$ cat src/rtl/watch_cal_pkg.sv
// Shared calendar types: weekday enum, display letter codes, month-length and
// weekday-text helpers used by calendar_day_tracker and day_letter_rom.
package watch_cal_pkg;

  typedef enum logic [2:0] {
    MON = 3'd0,
    TUE = 3'd1,
    WED = 3'd2,
    THU = 3'd3,
    FRI = 3'd4,
    SAT = 3'd5,
    SUN = 3'd6
  } weekday_e;

  localparam logic [3:0] C_SPACE = 4'd0;
  localparam logic [3:0] C_A     = 4'd1;
  localparam logic [3:0] C_D     = 4'd2;
  localparam logic [3:0] C_E     = 4'd3;
  localparam logic [3:0] C_F     = 4'd4;
  localparam logic [3:0] C_H     = 4'd5;
  localparam logic [3:0] C_I     = 4'd6;
  localparam logic [3:0] C_N     = 4'd7;
  localparam logic [3:0] C_O     = 4'd8;
  localparam logic [3:0] C_P     = 4'd9;
  localparam logic [3:0] C_R     = 4'd10;
  localparam logic [3:0] C_S     = 4'd11;
  localparam logic [3:0] C_T     = 4'd12;
  localparam logic [3:0] C_U     = 4'd13;
  localparam logic [3:0] C_M     = 4'd14;
  localparam logic [3:0] C_W     = 4'd15;

  // Out-of-range months report 31 so an illegal month never shortens a date.
  function automatic logic [4:0] month_len(input logic [3:0] month, input logic leap);
    case (month)
      4'd2:                    return leap ? 5'd29 : 5'd28;
      4'd4, 4'd6, 4'd9, 4'd11: return 5'd30;
      default:                 return 5'd31;
    endcase
  endfunction

  // Packed as {first, second, third, fourth}; the unused code 7 shows as SUN.
  function automatic logic [15:0] weekday_letters(input logic [2:0] day);
    case (day)
      MON:     return {C_M, C_O, C_N, C_SPACE};
      TUE:     return {C_T, C_U, C_E, C_SPACE};
      WED:     return {C_W, C_E, C_D, C_SPACE};
      THU:     return {C_T, C_H, C_U, C_SPACE};
      FRI:     return {C_F, C_R, C_I, C_SPACE};
      SAT:     return {C_S, C_A, C_T, C_SPACE};
      default: return {C_S, C_U, C_N, C_SPACE};
    endcase
  endfunction

endpackage

$ cat src/rtl/day_letter_rom.sv
// Combinational weekday -> four display letter codes decoder.
module day_letter_rom
  import watch_cal_pkg::*;
(
  input  logic [2:0] day,
  output logic [3:0] first_letter,
  output logic [3:0] second_letter,
  output logic [3:0] third_letter,
  output logic [3:0] fourth_letter
);

  always_comb begin
    {first_letter, second_letter, third_letter, fourth_letter} = weekday_letters(day);
  end

endmodule

$ cat src/rtl/calendar_day_tracker.sv
// Weekday/date/month tracker advanced by a prescaled day tick, with run/stop and
// validated load. Optional leap-year tracking under `CAL_LEAP_YEAR_EN.
module calendar_day_tracker
  import watch_cal_pkg::*;
#(
  parameter int unsigned TICK_DIV   = 1,
  parameter int unsigned WEEK_START = 0
) (
  input  logic       clk,
  input  logic       resetTime_n,
  input  logic       day_tick,
  input  logic       start_resume,
  input  logic       stop,
  input  logic       setValue,
  input  logic [2:0] setDay,
  input  logic [4:0] setDate,
  input  logic [3:0] setMonth,
  output logic [2:0] curDay,
  output logic [4:0] curDate,
  output logic [3:0] curMonth,
  output logic [3:0] FirstLetter,
  output logic [3:0] SecondLetter,
  output logic [3:0] ThirdLetter,
  output logic [3:0] FourthLetter,
  output logic       set_err,
  output logic       year_wrap
);

  typedef enum logic {ST_RUN, ST_STOP} run_state_e;

  localparam logic [7:0]  DIV_LAST    = 8'(TICK_DIV - 1);
  localparam logic [2:0]  DAY_RST     = 3'(WEEK_START);
  localparam logic [15:0] LETTERS_RST = weekday_letters(DAY_RST);

  run_state_e  state_q, state_d;
  logic [2:0]  day_q, day_d;
  logic [4:0]  date_q, date_d;
  logic [3:0]  month_q, month_d;
  logic [7:0]  div_cnt_q, div_cnt_d;
  logic        set_err_q, set_err_d;
  logic        year_wrap_q, year_wrap_d;
  logic [15:0] letters_q;
  logic [3:0]  letter1_d, letter2_d, letter3_d, letter4_d;
  logic        leap;
  logic        tick_ok;
  logic        load_ok;

`ifdef CAL_LEAP_YEAR_EN
  logic [1:0] year_q, year_d;
  assign leap = (year_q == 2'd0);
`else
  assign leap = 1'b0;
`endif

  assign tick_ok = (state_q == ST_RUN) && day_tick && !stop && !setValue;
  assign load_ok = (setDay <= 3'd6) && (setMonth >= 4'd1) && (setMonth <= 4'd12) &&
                   (setDate != 5'd0) && (setDate <= month_len(setMonth, leap));

  always_comb begin
    state_d     = state_q;
    day_d       = day_q;
    date_d      = date_q;
    month_d     = month_q;
    div_cnt_d   = div_cnt_q;
    set_err_d   = 1'b0;
    year_wrap_d = 1'b0;
`ifdef CAL_LEAP_YEAR_EN
    year_d      = year_q;
`endif

    if (stop) begin
      state_d = ST_STOP;
    end else if (start_resume) begin
      state_d = ST_RUN;
    end

    // A load owns the cycle: any coincident tick is discarded with the prescale count.
    if (setValue) begin
      div_cnt_d = '0;
      if (load_ok) begin
        day_d   = setDay;
        date_d  = setDate;
        month_d = setMonth;
      end else begin
        set_err_d = 1'b1;
      end
    end else if (tick_ok) begin
      if (div_cnt_q == DIV_LAST) begin
        div_cnt_d = '0;
        day_d     = (day_q >= 3'(SUN)) ? 3'(MON) : day_q + 3'd1;
        if (date_q == month_len(month_q, leap)) begin
          date_d = 5'd1;
          if (month_q == 4'd12) begin
            month_d     = 4'd1;
            year_wrap_d = 1'b1;
`ifdef CAL_LEAP_YEAR_EN
            year_d      = year_q + 2'd1;
`endif
          end else begin
            month_d = month_q + 4'd1;
          end
        end else begin
          date_d = date_q + 5'd1;
        end
      end else begin
        div_cnt_d = div_cnt_q + 8'd1;
      end
    end
  end

  day_letter_rom u_day_letter_rom (
    .day           (day_d),
    .first_letter  (letter1_d),
    .second_letter (letter2_d),
    .third_letter  (letter3_d),
    .fourth_letter (letter4_d)
  );

  always_ff @(posedge clk or negedge resetTime_n) begin
    if (!resetTime_n) begin
      state_q     <= ST_RUN;
      day_q       <= DAY_RST;
      date_q      <= 5'd1;
      month_q     <= 4'd1;
      div_cnt_q   <= '0;
      set_err_q   <= 1'b0;
      year_wrap_q <= 1'b0;
      letters_q   <= LETTERS_RST;
`ifdef CAL_LEAP_YEAR_EN
      year_q      <= '0;
`endif
    end else begin
      state_q     <= state_d;
      day_q       <= day_d;
      date_q      <= date_d;
      month_q     <= month_d;
      div_cnt_q   <= div_cnt_d;
      set_err_q   <= set_err_d;
      year_wrap_q <= year_wrap_d;
      letters_q   <= {letter1_d, letter2_d, letter3_d, letter4_d};
`ifdef CAL_LEAP_YEAR_EN
      year_q      <= year_d;
`endif
    end
  end

  assign curDay       = day_q;
  assign curDate      = date_q;
  assign curMonth     = month_q;
  assign FirstLetter  = letters_q[15:12];
  assign SecondLetter = letters_q[11:8];
  assign ThirdLetter  = letters_q[7:4];
  assign FourthLetter = letters_q[3:0];
  assign set_err      = set_err_q;
  assign year_wrap    = year_wrap_q;

endmodule

$ cat config.mk
export PLATFORM = sky130hd
export DESIGN_NAME = calendar_day_tracker
export DESIGN_NICKNAME = d
export VERILOG_FILES = /design/src/rtl/watch_cal_pkg.sv /design/src/rtl/day_letter_rom.sv /design/src/rtl/calendar_day_tracker.sv
export SDC_FILE = /design/constraint.sdc
export NUM_CORES = 1
export LEC_CHECK = 0
export CORE_MARGIN = 5
export CORE_UTILIZATION = 45
export DETAILED_ROUTE_END_ITERATION = 7
export PLACE_DENSITY = 0.83
export SLEW_MARGIN = 10
export SYNTH_ARGS = -nofsm -noshare
export SYNTH_HDL_FRONTEND = slang
export SYNTH_SLANG_ARGS = --single-unit
export TNS_END_PERCENT = 5
$ cat constraint.sdc
create_clock -name clk -period 2.25 [get_ports clk]
set_input_delay 0.45 -clock clk [delete_from_list [all_inputs] [get_ports clk]]
set_output_delay 0.45 -clock clk [all_outputs]
set_load 0.02 [all_outputs]
# == Word level (Yosys, flattened, before mapping) ==
# Cells that the tools add are included.
# classes
bitwise,1
n_eq_ne,18
n_lt_le_gt_ge,5
n_addsub,4
n_reduce_logical,20
mux,34
# ops
op,n
$pmux W16 S6,1
$mux W5,8
$mux W4,6
$mux W8,3
$eq A4 B4 Y1 const B,5
$eq A4 B3 Y1 const B,4
$mux W3,5
$mux W1,9
$add A8 B1 Y8 const B,1
$eq A4 B2 Y1 const B,2
$logic_not A8 Y1,1
$pmux W2 S2,2
$reduce_bool A2 Y1,4
$reduce_or A4 Y1,2
$logic_and A1 B1 Y1,7
$eq A3 B2 Y1 const B,2
$eq A3 B3 Y1 const B,2
$add A5 B1 Y5 const B,1
$eq A5 B5 Y1,1
$le A5 B5 Y1,1
$reduce_bool A5 Y1,1
$add A4 B1 Y4 const B,1
$ge A4 B1 Y1 const B,1
$le A4 B4 Y1 const B,1
other kinds (10),11
# totals
reg_bits,39
word_cells,90

# == Logic depth before layout (Yosys ltp) ==
# depth
ltp_word,11
depth_mapped,12

# == Hierarchy ==
# A second synthesis with hierarchy kept.
# hier_totals
cells_unflattened,229
area_unflattened_um2,2316.0
# modules_own_cells
module,n_inst,seq_area_each_um2,area_each_um2,cells_each
calendar_day_tracker,1,987.2,2144.6,202
day_letter_rom,1,0.0,171.4,27

# == Worst setup path before layout ==
# Ideal clock, no wire load.
# synth_path
kind,input to register
start,input port setMonth[3]
end,register letters_q[12]
path_slack_ps,-385
t_arrival_ps,2516
setup_ps,119
cell_stages,11
path_cell_list,nor2_1 and3_1 ha_1 nor2b_1 o211ai_1 nand3_1 nor2_2 mux2i_4 clkinv_2 or2_4 o21a_1
# synth_via
elab_chain_len,9
elab_cells_between_ends,23
cone_classes,order compare (3); eq/ne (10); mux (4); reduce/logical (6)
# synth_lines
element,line,rtl
from (decl),calendar_day_tracker.sv:17,"input logic [3:0] setMonth,"
$eq A4 B3 Y1 (tied with other cells),watch_cal_pkg.sv:34,case (month)
$reduce_or A4 Y1 / $logic_and A1 B1 Y1 (equally long branches),"watch_cal_pkg.sv:34, calendar_day_tracker.sv:56",
$pmux W2 S2 / $logic_and A1 B1 Y1 (equally long branches),"watch_cal_pkg.sv:34, calendar_day_tracker.sv:56",
$le A5 B5 Y1 / $logic_and A1 B1 Y1 (equally long branches),"calendar_day_tracker.sv:57, calendar_day_tracker.sv:56",
$logic_and A1 B1 Y1 (*),calendar_day_tracker.sv:57,"(setDate != 5'd0) && (setDate <= month_len(setMonth, leap));"
$mux W3 (*),calendar_day_tracker.sv:80,if (load_ok) begin
$mux W3 (*),calendar_day_tracker.sv:78,if (setValue) begin
via day_d[0],calendar_day_tracker.sv:36,"logic [2:0] day_q, day_d;"
$eq A3 B3 Y1 (tied with other cells),watch_cal_pkg.sv:43,case (day)
$pmux W16 S6 (*),watch_cal_pkg.sv:43,
via letter1_d[0],calendar_day_tracker.sv:43,"logic [3:0] letter1_d, letter2_d, letter3_d, letter4_d;"
to (signal assigned),calendar_day_tracker.sv:140,"letters_q <= {letter1_d, letter2_d, letter3_d, letter4_d};"
to (decl),calendar_day_tracker.sv:42,logic [15:0] letters_q;
# The timed path passes the listed nets; every way through them passes the cells marked *.
# A chain may end at the register's enable or synchronous reset.

# == Worst setup path in the final report ==
# layout_path
start,input port setMonth[1]
end,register letters_q[12]
# The elaborated chain is that of the path after synthesis.

==> flow_summary.ini <==
[layout]
multiInputGateArea_sq_mm = 0.001167
regArea_sq_um = 888.4
design_area_sq_mm = 0.003099
area_growth_pct = 53.66
fill_cells = 289
nets = 339
antenna_cells = 0
drive_gt1_share_pct = 33.76

[grt]
met1_usage_pct = 23.01
grt_pass1_wl_um = 9798
antenna_found_initial = 0
grt_use_met2_pct = 33.28
grt_use_met3_pct = 4.801
grt_max_degree = 36
grt_usage_pct = 20.19
grt_pass1_vias = 2149
overflow = 0
busiest_layer = met2

[floorplanning]
die_h_um = 76.95
start_util_pct = 46.32
rows = 24
dieWidth_um = 76.95
io_pins = 48
coreArea_sq_mm = 0.004354
dieArea_sq_mm = 0.005921

[synthesis]
synthTopCellsByArea = dfrtp_1 32%, dfstp_2 12%, ha_1 6.8%, nand2_1 3.5%, nor2_1 3.5%
postSynthAreaPerCell_sq_um = 9.514
syn_inst = 212
yosysMostFrequentCell = dfrtp_1
synth-edff-count = 0
ys_seq_area_share_pct = 43.98
ys_warn_count = 0
synthTopCellsByCount = 26 x dfrtp_1, 19 x nand2_1, 19 x nor2_1, 14 x o21ai_0, 12 x inv_1
ys_ff_latch = 35
synth_top_area_share_pct = 32.26
syn_area_sq_mm = 0.002017
synth_ff_type = dfrtp_1
yosysUniqueCellTypes = 55
synth_top_area_cell = dfrtp_1
ys_async_sr_fraction_pct = 100.0

[placed_design]
placed_area_sq_mm = 0.002806
place.gp.congestion = 0.8911
post-dp-hpwl_um = 3934
place.port_buffers = 43

[clocking]
cts_sinks = 35
postCtsHoldBufs = 0
cts-root-buf = clkbuf_8
htreeDepth = 2
clk_pin_slew_worst_paths_ns = 0.07
clockBufferDepth = 2
cts_tree = yes
clk_latency_ns = 0.29
numCtsBuffers = 5

[sta]
timing.final.crit_share_pct = 112.2
final.setup_skew_ns = 0.009536
min_period_ns = 2.524
maxSlewViolCount = 0
max_freq_mhz = 396.1
whs_ns = 0.5230
fin_ws_ns = -0.2745
hold_violations = 0
rsz0062_at_grt = true
setup_violations = 19

[status]
status = finished with violations
failed_checks = setup timing

[setup_path]
cpPeakStageDelay_ns = 0.45
criticalPathCategory = input pin to flop
crit_buf_inv = 1
path_delay_family = compound AO/OA/AOI/OAI gates
crit_top_cell = o21a_1
crit_chain = buf_2 -> nor2_4 -> nor3_4 -> a31oi_1 -> ha_2 -> nor2b_4 -> o211ai_1 -> nand3_2 -> o21a_1 -> a221o_2 -> or2_4 -> o21a_1
setup.worst_path.start_class = input pin
crit_start = setMonth[1]
timing.rr.start = curMonth[0]$_DFFE_PN1P_
end_kind = flop
path_max_fanout = 7
required_ns = 2.42
arrival_ns = 2.70
cp_slowest_cell = a221o_2

[power_and_ir_drop]
power.static_leakage_nw = 1.364
p_per_area_mw_per_mm2 = 792.5
ir_worst_vdd_mv = 0.5235

[route]
firstDrtPassIters = 5
route.detailed.drc = 0
via_per_inst = 5.697
vias = 2068
ant_nets = 0
first_iter_violations = 165
wirelength_um = 6458
post_drt_wl_per_cell_um = 17.79

[run]
drv_cap = 0

[min_path]
hold_start = div_cnt_q[7]$_DFFE_PN0P_
hp-class = flop to flop
[logic make-up (layout without fill, tap and decap cells)]
family | Yosys count | count (layout) | share of synthesized area, %
and+or+nand+nor | 80 | 80 | 21.84
buffers and inverters | 21 | 117 | 4.776
AOI/OAI and AO/OA | 58 | 58 | 19.04
DFF | 35 | 35 | 43.98
adders and majority gates | 11 | 11 | 6.824
other | 1 | 4 | 0.1859
xor gates and xnor gates | 4 | 4 | 1.737
muxes | 2 | 2 | 1.613
[flip-flops by register name (all words and copies together) (netlist names)]
register / flops
curDate: 5
curDay: 3
curMonth: 4
div_cnt_q: 8
letters_q: 12
set_err: 1
state_q: 1
year_wrap: 1
[path summary, 6_finish.rpt]
kind | to | slack (ns) | cells after the start
hold reg to reg | div_cnt_q[7]$_DFFE_PN0P_ | 0.52 | 1
setup / recovery | letters_q[12]$_DFF_PN0_ | -0.27 | 12
hold / removal | div_cnt_q[7]$_DFFE_PN0P_ | 0.52 | 1
setup reg to reg | curMonth[2]$_DFFE_PN0P_ | -0.06 | 9
min in group asynchronous | div_cnt_q[3]$_DFFE_PN0P_ | 0.56 | 2
max in group asynchronous | curDate[0]$_DFFE_PN1P_ | 1.34 | 2
[layer usage]
metal	wire [um]	up-vias	share of wire, %
met4	405	0	6.3
met5	0	-	0
met3	418	41	6.5
met1	2442	978	38
met2	3191	98	49
li1	-	951	-
[area by class of cell]
class | instances | area share, %
multi-input combinational | 159 | 37.67
sequential | 35 | 28.66
timing repair buffer | 95 | 27.21
clock buffer | 7 | 2.463
tap | 52 | 2.099
inverter | 14 | 1.736
clock inverter | 1 | 0.1615
[through the flow]
stage / total power, W / util [%] / std cells / setup WS [ns] / TNS [ns]
after floorplan: 0.001412 / - / 215 / -0.3019 / -2.693
after global placement: 0.001865 / 64.45 / 345 / -0.8184 / -14.23
after detailed placement: 0.001903 / 64.45 / 345 / -0.9267 / -16.57
after CTS: 0.002371 / 69.14 / 361 / -0.1811 / -1.328
after global routing: 0.002584 / 71.18 / 363 / -0.3599 / -4.412
final: 0.002456 / 71.18 / 363 / -0.2745 / -2.676
[where the power goes]
part	switching (W)	internal, W	leakage (nW)
combinational	0.000575	0.000548	0.898
sequential	0.000128	0.000773	0.424
clock	0.000215	0.000217	0.0422
total	0.000918	0.00154	1.36
[cells in the final DEF (no fill, tap or decap), drive strengths merged, types with 3 or more instances in the layout]
cell type | Yosys | final
buf | 5 | 56
clkdlybuf4s50 | 0 | 37
dfrtp | 26 | 26
o21ai | 24 | 24
nand2 | 21 | 21
nor2 | 20 | 20
inv | 12 | 12
nand3 | 12 | 12
ha | 11 | 11
dfstp | 9 | 9
clkbuf | 2 | 7
a21oi | 6 | 6
a31oi | 6 | 6
nor3 | 5 | 5
nor2b | 5 | 5
conb | 1 | 4
and3 | 4 | 4
o211ai | 3 | 3
clkinv | 2 | 3
o221ai | 3 | 3
[what timing repair did]
item | 4_1_cts | 5_1_grt
buffers inserted | 8 | 2
endpoints found under the setup margin | 24 | 22
pin swaps | 14 | 16
gates resized for setup | 38 | 18
hold endpoints to repair | 0 | 0
Power figures use the tool's default switching activity.
